### src/rtl/pipe_ctrl_pkg.sv
// Shared opcode constants, ALU encodings, FSM state encoding and the decoded-control bundle
// used by pipe_ctrl and pipe_ctrl_decoder.
package pipe_ctrl_pkg;

  localparam logic [3:0] OP_ADD   = 4'h0;
  localparam logic [3:0] OP_SUB   = 4'h1;
  localparam logic [3:0] OP_AND   = 4'h2;
  localparam logic [3:0] OP_OR    = 4'h3;
  localparam logic [3:0] OP_ADDI  = 4'h4;
  localparam logic [3:0] OP_LOAD  = 4'h5;
  localparam logic [3:0] OP_STORE = 4'h6;
  localparam logic [3:0] OP_BR    = 4'h8;
  localparam logic [3:0] OP_HALT  = 4'hF;

  localparam logic [1:0] ALU_ADD = 2'b00;
  localparam logic [1:0] ALU_SUB = 2'b01;
  localparam logic [1:0] ALU_AND = 2'b10;
  localparam logic [1:0] ALU_OR  = 2'b11;

  typedef logic [2:0] state_t;
  localparam state_t ST_IDLE  = 3'd0;
  localparam state_t ST_RUN   = 3'd1;
  localparam state_t ST_STALL = 3'd2;
  localparam state_t ST_FLUSH = 3'd3;
  localparam state_t ST_HALT  = 3'd4;

  // readsSrc marks opcodes whose src fields take part in load-use detection
  typedef struct packed {
    logic       regWrite;
    logic       memWrite;
    logic       memToReg;
    logic       immediate;
    logic       branch;
    logic       halt;
    logic       readsSrc;
    logic [1:0] aluFunc;
  } ctrl_t;

endpackage

### src/rtl/pipe_ctrl_decoder.sv
// Pure combinational opcode-to-control mapping; the FSM in pipe_ctrl decides
// whether these controls are actually applied.
module pipe_ctrl_decoder
  import pipe_ctrl_pkg::*;
#(
  parameter int OPW = 4
) (
  input  logic [OPW-1:0] opcode,
  output ctrl_t          ctrl
);

  always_comb begin
    ctrl = '0;
    case (opcode)
      OPW'(OP_ADD), OPW'(OP_SUB), OPW'(OP_AND), OPW'(OP_OR): begin
        ctrl.regWrite = 1'b1;
        ctrl.readsSrc = 1'b1;
        ctrl.aluFunc  = opcode[1:0];
      end
      OPW'(OP_ADDI): begin
        ctrl.regWrite  = 1'b1;
        ctrl.immediate = 1'b1;
        ctrl.readsSrc  = 1'b1;
        ctrl.aluFunc   = ALU_ADD;
      end
      OPW'(OP_LOAD): begin
        ctrl.regWrite  = 1'b1;
        ctrl.memToReg  = 1'b1;
        ctrl.immediate = 1'b1;
        ctrl.readsSrc  = 1'b1;
        ctrl.aluFunc   = ALU_ADD;
      end
      OPW'(OP_STORE): begin
        ctrl.memWrite  = 1'b1;
        ctrl.immediate = 1'b1;
        ctrl.readsSrc  = 1'b1;
        ctrl.aluFunc   = ALU_ADD;
      end
      OPW'(OP_BR):   ctrl.branch = 1'b1;
      OPW'(OP_HALT): ctrl.halt   = 1'b1;
      default:       ctrl = '0;
    endcase
  end

endmodule

### src/rtl/pipe_ctrl.sv
// Pipeline control FSM with load-use hazard record and optional performance
// counters (enabled by defining PIPE_CTRL_PERF_EN).
//
// state | meaning
// IDLE  | waiting for start; pipeline held, execute fed bubbles
// RUN   | normal issue; checks halt, load-use and branch
// STALL | one-cycle re-issue of the instruction held by a load-use bubble
// FLUSH | squash the wrong-path instruction behind a taken branch
// HALT  | pipeline frozen until reset
module pipe_ctrl
  import pipe_ctrl_pkg::*;
#(
  parameter int OPW  = 4,
  parameter int CNTW = 16
) (
  input  logic            clk,
  input  logic            reset,
  input  logic            start,
  input  logic [15:0]     inst_d,
  output logic            enable,
  output logic            branchC,
  output logic            flushC,
  output logic            RegWriteC,
  output logic            MemWriteC,
  output logic            MemToRegC,
  output logic            immediateC,
  output logic [1:0]      alufuncC,
  output logic            busy,
  output logic            halted,
  output logic [CNTW-1:0] stall_cnt,
  output logic [CNTW-1:0] flush_cnt
);

  state_t     state, nextState;
  logic       loadE;
  logic [3:0] loadDest;
  logic       issue;
  logic       hazard;
  ctrl_t      ctrl;

  pipe_ctrl_decoder #(.OPW(OPW)) uDecoder (
    .opcode (inst_d[15 -: OPW]),
    .ctrl   (ctrl)
  );

  assign hazard = loadE && ctrl.readsSrc &&
                  ((inst_d[7:4] == loadDest) || (inst_d[3:0] == loadDest));

  always_comb begin
    nextState  = state;
    enable     = 1'b0;
    branchC    = 1'b0;
    flushC     = 1'b0;
    RegWriteC  = 1'b0;
    MemWriteC  = 1'b0;
    MemToRegC  = 1'b0;
    immediateC = 1'b0;
    alufuncC   = ALU_ADD;
    issue      = 1'b0;
    case (state)
      ST_IDLE: begin
        flushC = 1'b1;
        if (start) nextState = ST_RUN;
      end
      ST_RUN: begin
        if (ctrl.halt) begin
          flushC    = 1'b1;
          nextState = ST_HALT;
        end else if (hazard) begin
          flushC    = 1'b1;
          nextState = ST_STALL;
        end else begin
          enable     = 1'b1;
          issue      = 1'b1;
          branchC    = ctrl.branch;
          RegWriteC  = ctrl.regWrite;
          MemWriteC  = ctrl.memWrite;
          MemToRegC  = ctrl.memToReg;
          immediateC = ctrl.immediate;
          alufuncC   = ctrl.aluFunc;
          if (ctrl.branch) nextState = ST_FLUSH;
        end
      end
      ST_STALL: begin
        enable     = 1'b1;
        issue      = 1'b1;
        RegWriteC  = ctrl.regWrite;
        MemWriteC  = ctrl.memWrite;
        MemToRegC  = ctrl.memToReg;
        immediateC = ctrl.immediate;
        alufuncC   = ctrl.aluFunc;
        nextState  = ST_RUN;
      end
      ST_FLUSH: begin
        enable    = 1'b1;
        flushC    = 1'b1;
        nextState = ST_RUN;
      end
      ST_HALT: flushC = 1'b1;
      default: begin
        flushC    = 1'b1;
        nextState = ST_IDLE;
      end
    endcase
  end

  assign busy   = (state == ST_RUN) || (state == ST_STALL) || (state == ST_FLUSH);
  assign halted = (state == ST_HALT);

  // Bubbles and squashed instructions never set the load record
  always_ff @(posedge clk) begin
    if (reset) begin
      state    <= ST_IDLE;
      loadE    <= 1'b0;
      loadDest <= 4'h0;
    end else begin
      state    <= nextState;
      loadE    <= issue && ctrl.memToReg;
      loadDest <= inst_d[11:8];
    end
  end

`ifdef PIPE_CTRL_PERF_EN
  logic [CNTW-1:0] stallCnt, flushCnt;

  always_ff @(posedge clk) begin
    if (reset) begin
      stallCnt <= '0;
      flushCnt <= '0;
    end else begin
      if ((state == ST_STALL) && (stallCnt != '1)) stallCnt <= stallCnt + 1'b1;
      if ((state == ST_FLUSH) && (flushCnt != '1)) flushCnt <= flushCnt + 1'b1;
    end
  end

  assign stall_cnt = stallCnt;
  assign flush_cnt = flushCnt;
`else
  assign stall_cnt = '0;
  assign flush_cnt = '0;
`endif

endmodule

### config.mk
export PLATFORM = sky130hd
export DESIGN_NAME = pipe_ctrl
export DESIGN_NICKNAME = d
export VERILOG_FILES = /design/src/rtl/pipe_ctrl_pkg.sv /design/src/rtl/pipe_ctrl_decoder.sv /design/src/rtl/pipe_ctrl.sv
export SDC_FILE = /design/constraint.sdc
export NUM_CORES = 1
export LEC_CHECK = 0
export ABC_AREA = 1
export BUFFER_PORTS_ARGS = -buffer_cell sky130_fd_sc_hd__buf_2
export CAP_MARGIN = 20
export CORE_MARGIN = 2
export CORE_UTILIZATION = 35
export CTS_CLUSTER_DIAMETER = 120
export CTS_CLUSTER_SIZE = 20
export DETAILED_ROUTE_END_ITERATION = 10
export PLACE_DENSITY = 0.68
export SYNTH_ARGS = -nofsm -noshare
export SYNTH_HDL_FRONTEND = slang
export SYNTH_SLANG_ARGS = --single-unit
### constraint.sdc
create_clock -name clk -period 1.2 [get_ports clk]
set_input_delay 0.12 -clock clk [delete_from_list [all_inputs] [get_ports clk]]
set_output_delay 0.12 -clock clk [all_outputs]
set_load 0.1 [all_outputs]
==> metrics, run 1 <==
Reg2Reg Depth 12; synthesized area 947 sq um; total CTS buffers 3; status finished, violations left; top-area cell type share of the netlist area 25.4%; worst-path maximum fanout 4; DRT antenna net count 0; Max-Cap Viols 0; global route total overflow 0; die height 56.0 um; core box area 2520 sq um; Top Ports 62; Worst Setup Start Kind flip-flop; layout cells sized above 1 43.4%; Post-Synthesis Cells 157; CP Class reg -> out; detailed placer's ending HPWL 1510 um; drt via density 3.92; Peak VDD IR 0.876 mV; Final Non-Filler Cells 235; Setup crit end kind output pin; WP data arrival 1.56 ns; die area 3140 sq um; unrepaired setup endpoints after global routing yes; Highest Clock Rate 594 MHz; CTS tree done; drt wl/cell 7.63 um; hold path depth 3; CTS sink count 8; endpoints failing setup 14; drt first pass iters 4; Ant. Diodes 0; syn avg cell area 6.03 sq um; DR vias 921; period utilisation layout 140%; failing checks setup timing; CTS root buf clkbuf_4; All-Layer GR Usage 12.0%; sequential share of the synthesized area 16.9%; Placed Instances 228; Req. time, crit path 1.08 ns; gp weighted congestion 0.783; number of core rows 18; post-place setup slack -0.216 ns; pwr dens 1130 nW/um^2; Die Wd 56.0 um; Initial Utilization 37.5%; P&R area growth vs syn 51.5%; Lkg Pwr 0.817 nW; Reg clk slew, reported paths 0.05 ns; synthesis-stage register bit count 8; final WL 1790 um; post-synth top area cell buf_4; antenna violations before repair 0; top post-synthesis cells by area buf_4, dfxtp_1, nand2_1, inv_1, nor2_1; Syn. warnings 0; H-tree Lvls 1; commonest non-fill, non-tap cell in the layout nand2_1; Port Buf Inserts 29; # nets final 226; initial DRC count 19; max-slew violation count 0; Clock Latency Late Sink 0.25 ns; minimum clock period 1.68 ns; vias in the first global route 847; synth unique cells 22; clock buffer depth 2; Fin. Hold Viols 0; worst min path class in -> reg; highest-count cells in the layout ignoring fill and taps nand2_1, conb_1, inv_1; clock skew 0.00555 ns; slack of the critical path -0.484 ns; first-pass GRT wire length 3130 um; # DRC 0; maximum number of pins on one net before global-route repair 9
[worst max-delay path, cell delays in order (launching register included)]
cell and delay [ns]:
dfxtp_4 0.35, nor3_4 0.20, inv_2 0.07, nor2_4 0.11, nand2_4 0.09, nand2_8 0.12
nand2_4 0.08, nor2_4 0.10, buf_12 0.18
[synthesized netlist by cell type, drive strengths merged]
| cell type | instances |
|---|---|
| a21oi | 2 |
| dfxtp | 8 |
| nor3 | 3 |
| nand4 | 1 |
| clkinv | 1 |
| clkbuf | 1 |
| inv | 35 |
| nand3 | 4 |
| nor2 | 25 |
| nand2 | 42 |
| conb | 1 |
| o21ai | 2 |
| buf | 32 |
[path summary, 6_finish.rpt]
path	start	slack, ns	endpoint
hold reg to reg	loadE	0.69	state[1]
setup / recovery	state[1]	-0.48	MemWriteC
setup reg to reg	loadDest[3]	-0.09	loadE
hold / removal	inst_d[8]	0.06	loadDest[0]
[metal layers]
metal,track usage (%),part of all wire (%),vias up
li1,-,-,488
met3,4.19,7.9,0
met4,0,0,0
met2,23.5,56,38
met1,12.8,36,395
met5,0,0,-
[metrics by stage]
| stage | hold slack (ns) | setup TNS, ns | power (mW) | util (%) | cell area, sq um |
|---|---|---|---|---|---|
| 2_1_floorplan | 0.227 | -2.89 | 1.24 | - | 1140 |
| 3_3_place_gp | 0.326 | -1.74 | 1.38 | 53.4 | 1350 |
| 3_5_place_dp | 0.327 | -1.80 | 1.39 | 53.4 | 1350 |
| 4_1_cts | 0.0571 | -4.10 | 1.63 | 56.2 | 1420 |
| 5_1_grt | 0.0631 | -5.60 | 1.71 | 56.9 | 1440 |
| 6_report | 0.0611 | -4.05 | 1.63 | 56.9 | 1440 |
[timing repair]
item                                    4_1_cts  5_1_grt
endpoints found under the setup margin       13       14
pin swaps                                     3        2
hold buffers                                  0        0
resized for setup                             8        5
setup buffers                                 4        0
[cells by family after synthesis]
family                 count (synthesis)  synth area share, %
AOI/OAI and AO/OA                      4                 2.51
and+or+nand+nor                       75                 40.2
buffers and inverters                 69                 40.0
DFF                                    8                 16.9
other                                  1                0.396
[layout make-up]
type	instances	area (sq um)
fillers	241	1090
multi-input cells	111	591
repair buffers	47	453
flip-flops and latches	8	171
inverters	36	160
well taps	30	37.5
clock buffers	3	22.5
[sequential cells by signal, indices dropped and copies added (netlist names)]
signal    count
loadDest      4
loadE         1
state         3
[where the power goes]
group | internal (mW) | total, mW | switching (mW)
Sequential | 0.283 | 0.297 | 0.0138
Clock | 0.114 | 0.201 | 0.0865
Combinational | 0.274 | 1.13 | 0.855
(Power assumes the default switching activity.)
==> run 2, diff against run 1 <==
GPL_TIMING_DRIVEN = 1   (was not set)
SETUP_SLACK_MARGIN = 0.2   (was not set)
==> metrics, run 2 (synthesized netlist as in run 1, its figures left out) <==
status finished, violations left; failing checks setup timing; Initial Utilization 37.5% (unchanged); Clock Latency Late Sink 0.25 ns (about the same); Req. time, crit path 1.08 ns (about the same); worst-path maximum fanout 4 (unchanged); Largest Register loadDest; CTS sink count 8 (unchanged); Reg2Reg Depth 12 (unchanged); Port Buf Inserts 29 (unchanged); die height 56.0 um (unchanged); CTS root buf clkbuf_4; max-slew violation count 0 (unchanged); H-tree Lvls 1 (unchanged); CTS tree done; Die Wd 56.0 um (unchanged); Peak VDD IR 0.697 mV (-20%); vias in the first global route 876 (+3.4%); pwr dens 1080 nW/um^2 (-4.8%); first-pass GRT wire length 3330 um (+6.4%); worst min path class in -> reg; Max-Cap Viols 0 (unchanged); P&R area growth vs syn 62.1%; endpoints failing setup 14 (unchanged); max FFs per register 4 (unchanged); worst hold slack 0.0633 ns (+0.00219 ns); antenna violations before repair 0 (unchanged); slack of the critical path -0.468 ns (+0.0152 ns); highest-count cells in the layout ignoring fill and taps nand2_1, conb_1, inv_1; Ant. Diodes 0 (unchanged); layout cells sized above 1 49.3% (+5.9 points); maximum number of pins on one net before global-route repair 9 (unchanged); # DRC 0 (unchanged); period utilisation layout 139% (-1.3 points); total CTS buffers 3 (unchanged); clock skew 0.000529 ns (-0.00502 ns); Total Power 1.66 mW (+1.9%); detailed placer's ending HPWL 1560 um (+3.4%); unrepaired setup endpoints after global routing yes; global route total overflow 0 (unchanged); # nets final 232 (+2.7%); clock buffer depth 2 (unchanged); All-Layer GR Usage 12.8% (+0.85 points); Lkg Pwr 0.858 nW (+5.1%); post-place setup slack -0.222 ns (-0.00600 ns); Setup Total Neg Slack -4.56 ns (-0.512 ns); die area 3140 sq um (unchanged); Worst Setup Start Kind flip-flop; Top Ports 62 (unchanged); core box area 2520 sq um (unchanged); number of core rows 18 (unchanged); initial DRC count 1 (-18); drt via density 3.85 (-1.6%); drt wl/cell 7.76 um (+1.8%); minimum clock period 1.67 ns (-0.0152 ns); Fin. Hold Viols 0 (unchanged); drt first pass iters 2 (-2); Setup crit end kind output pin; Highest Clock Rate 599 MHz (+0.91%); DR vias 929 (+0.87%); top flop regs loadDest (4), state (3), loadE (1); final WL 1870 um (+4.4%); CP Class reg -> out; WP data arrival 1.55 ns (about the same); gp weighted congestion 0.788 (+0.57%); DRT antenna net count 0 (unchanged); hold path depth 3 (unchanged); Reg clk slew, reported paths 0.05 ns (about the same)
[run 2: cell count changes in the layout (fill, tap and decap cells not counted), sizes merged]
cell and delta:
buf +6
[run 2: power by group]
| part | switching, mW | internal [mW] | leakage, nW |
|---|---|---|---|
| clock network | 0.0863 | 0.114 | 0.0138 |
| registers | 0.0145 | 0.283 | 0.0685 |
| logic | 0.866 | 0.293 | 0.776 |
[run 2: path summary, 6_finish.rpt]
path,startpoint,endpoint,slack [ns]
setup / recovery,state[0],MemWriteC,-0.47
hold / removal,inst_d[9],loadDest[1],0.06
setup reg to reg,state[0],loadE,-0.38
hold reg to reg,state[1],state[1],0.79
[run 2: per-layer routing]
layer	vias up	global-route usage (%)	wire length, um
met5	-	0	0
met4	0	2.04	7
met3	2	4.19	137
met2	37	24.5	1020
met1	397	13.6	702
li1	493	-	-
[run 2: final cells by class]
type | instances | area [sq um]
fillers | 224 | 987
well taps | 30 | 37.5
flip-flops and latches | 8 | 171
clock buffers | 3 | 22.5
repair buffers | 53 | 532
inverters | 36 | 160
multi-input cells | 111 | 612
[run 2: per-stage QoR]
stage	util [%]	area (sq um)	instances
final	60.9	1540	241
after global routing	60.9	1540	241
after CTS	57.5	1450	235
after detailed placement	53.4	1350	228
after global placement	53.4	1350	228
after floorplan	-	1140	188
[run 2: worst max-delay path, cell delays in order, from the launching register on]
cell and delay [ns]:
dfxtp_2 0.35, inv_1 0.07, nor3_4 0.13, inv_2 0.07, nor2_4 0.11, nand2_4 0.08
nand2_8 0.12, nand2_4 0.08, nor2_4 0.10, buf_12 0.18
[run 2: what timing repair did]
action,CTS,global route
pin swaps,9,17
cloned,0,0
hold buffers,0,0
gates resized for setup,19,13
endpoints found under the setup margin,15,15
setup buffers,4,6
==> run 3, diff against run 2 <==
ABC_AREA = 0   (was 1)
CORE_UTILIZATION = 34   (was 35)
PLACE_DENSITY = 0.72   (was 0.68)
SKIP_LAST_GASP = 1   (was not set)
==> metrics, run 3 <==
status finished, violations left; failing checks setup timing; Internal Power 0.590 mW (-15%); global route total overflow 0 (unchanged); Initial Utilization 37.0% (-0.54 points); CP Class reg -> out; sequential power share 21.1% (+3.1 points); Fin. Hold Viols 0 (unchanged); CTS sink count 8 (unchanged); clock buffer depth 2 (unchanged); top flop regs loadDest (4), state (3), loadE (1); Worst Setup SP loadDest[3]; antenna violations before repair 0 (unchanged); DRT antenna net count 0 (unchanged); Lkg Pwr 0.621 nW (-28%); sequential share of the synthesized area 21.4% (+4.5 points); H-tree Lvls 1 (unchanged); Largest Register loadDest; Setup crit end kind output pin; Die Wd 50.9 um (-9.1%); worst r2r src loadDest[2]; period utilisation layout 167% (+28 points); Syn. warnings 0 (unchanged); minimum clock period 2.01 ns (+0.340 ns); synthesis-stage register bit count 8 (unchanged); synth unique cells 29 (+32%); HP Start inst_d[9]; post-synth top area cell buf_4; Port Buf Inserts 29 (unchanged); sw frac 57.7% (-0.60 points); synth cell count leaders buf_4, dfxtp_1, xor2_1; worst min path class in -> reg; maximum number of pins on one net before global-route repair 9 (unchanged); initial DRC count 4 (+3); number of core rows 16 (-2); Placed Instances 164 (-28%); DR vias 758 (-18%); Total Power 1.39 mW (-16%); Max-Cap Viols 0 (unchanged); worst-path maximum fanout 3 (-1); Post-Synthesis Cells 97 (-38%); Top Ports 62 (unchanged); Req. time, crit path 1.08 ns (about the same); Clock Latency Late Sink 0.27 ns (+0.02 ns); detailed placer's ending HPWL 1680 um (+7.7%); P&R area growth vs syn 87.8%; # DRC 0 (unchanged); highest-count cells in the layout ignoring fill and taps conb_1, buf_2, buf_4, buf_12, xor2_2; Peak VDD IR 0.809 mV (+16%); Psw 0.805 mW (-17%); Clk pwr share 16.4% (+4.3 points); post-layout util 69.5% (+8.6 points); # nets final 164 (-29%); Reg clk slew, reported paths 0.06 ns (about the same); top post-synthesis cells by area buf_4, dfxtp_1, xor2_1, nor2b_1, nor3_1; CTS tree done; post-place setup slack -0.596 ns (-0.374 ns); drt wl/cell 12.5 um (+61%); unrepaired setup endpoints after global routing yes; max-slew violation count 0 (unchanged); Worst Setup Start Kind flip-flop; die height 50.9 um (-9.1%); top_reg_cell synth dfxtp_1; Final Non-Filler Cells 171 (-29%); WP data arrival 1.89 ns (+0.34 ns); combinational power share 62.5% (-7.4 points); Highest Clock Rate 498 MHz (-17%); Ant. Diodes 0 (unchanged); slack of the critical path -0.809 ns (-0.340 ns); pwr dens 993 nW/um^2 (-8.0%); top-area cell type share of the netlist area 32.1% (+6.7 points); max FFs per register 4 (unchanged); top-count cell post-synth buf_4; die area 2590 sq um (-17%); layout cells sized above 1 61.8% (+13 points); core box area 2020 sq um (-20%); synthesized area 748 sq um (-21%); syn avg cell area 7.71 sq um (+28%); final WL 2140 um (+14%); vias in the first global route 740 (-16%); ys async rst share 0% (unchanged); clock skew 0.0169 ns (+0.0164 ns); endpoints failing setup 14 (unchanged); total CTS buffers 3 (unchanged); All-Layer GR Usage 18.1% (+5.3 points); number of synthesized flops with an enable pin 0 (unchanged); CTS root buf clkbuf_4; gp weighted congestion 0.762 (-3.2%); drt first pass iters 4 (+2); first-pass GRT wire length 3400 um (+2.3%); drt via density 4.43 (+15%); commonest non-fill, non-tap cell in the layout conb_1
-- run 3: path summary, 6_finish.rpt --
path | end | slack, ns | cells past startpoint
setup / recovery | immediateC | -0.81 | 7
hold / removal | loadDest[1] | 0.05 | 2
setup reg to reg | loadE | -0.31 | 6
hold reg to reg | state[2] | 0.48 | 1
-- run 3: metal layers --
metal | share of wire, % | GRT usage, % | wire length, um | vias to the layer above
met1 | 32 | 17.1 | 692 | 353
met4 | 2.9 | 9.46 | 63 | 0
met5 | 0 | 0 | 0 | -
met3 | 7.2 | 4.68 | 155 | 8
li1 | - | - | - | 350
met2 | 57 | 35.1 | 1230 | 47
-- run 3: logic make-up (layout without fill, tap and decap cells) --
group	after synthesis	in the layout	share of synthesized area (%)
buf+inv	36	52	34.1
simple gates	31	31	22.9
compound gates	13	13	11.7
xor+xnor	8	8	9.36
flops	8	8	21.4
other cells	1	32	0.501
-- run 3: timing repair --
action,4_1_cts,5_1_grt
pin swaps,9,6
endpoints found under the hold margin,0,0
hold buffers,0,0
buffers inserted,2,1
endpoints found under the setup margin,15,15
resized for setup,19,6
-- run 3: stage by stage --
step,setup TNS [ns],hold slack [ns],instance area (sq um)
finish,-7.49,0.0545,1410
global route,-8.56,0.0679,1410
CTS,-7.14,0.0530,1370
detailed placement,-5.01,0.334,1230
global placement,-4.73,0.329,1230
floorplan,-6.01,0.184,1040
-- run 3: worst max-delay path, stage by stage, from the launching register on --
cell and delay [ns]:
dfxtp_4 0.37, xor2_2 0.19, nor4_2 0.08, o2111ai_1 0.23, buf_4 0.18, or2b_1 0.26
a21oi_4 0.15, buf_12 0.18
-- run 3: area by class of cell --
cell class              count  area [sq um]
well taps                  27          33.8
flip-flops and latches      8           176
repair buffers             46           465
inverters                   2          10.0
multi-input cells          84           693
fillers                   155           617
clock buffers               4          26.3
-- run 3: power groups by stage --
stage	clock [mW]	sequential (mW)	combinational (mW)
finish	0.229	0.295	0.871
CTS	0.234	0.295	0.860
global route	0.252	0.296	0.898
floorplan	0	0.293	0.752
detailed placement	0	0.296	0.825
global placement	0	0.295	0.815
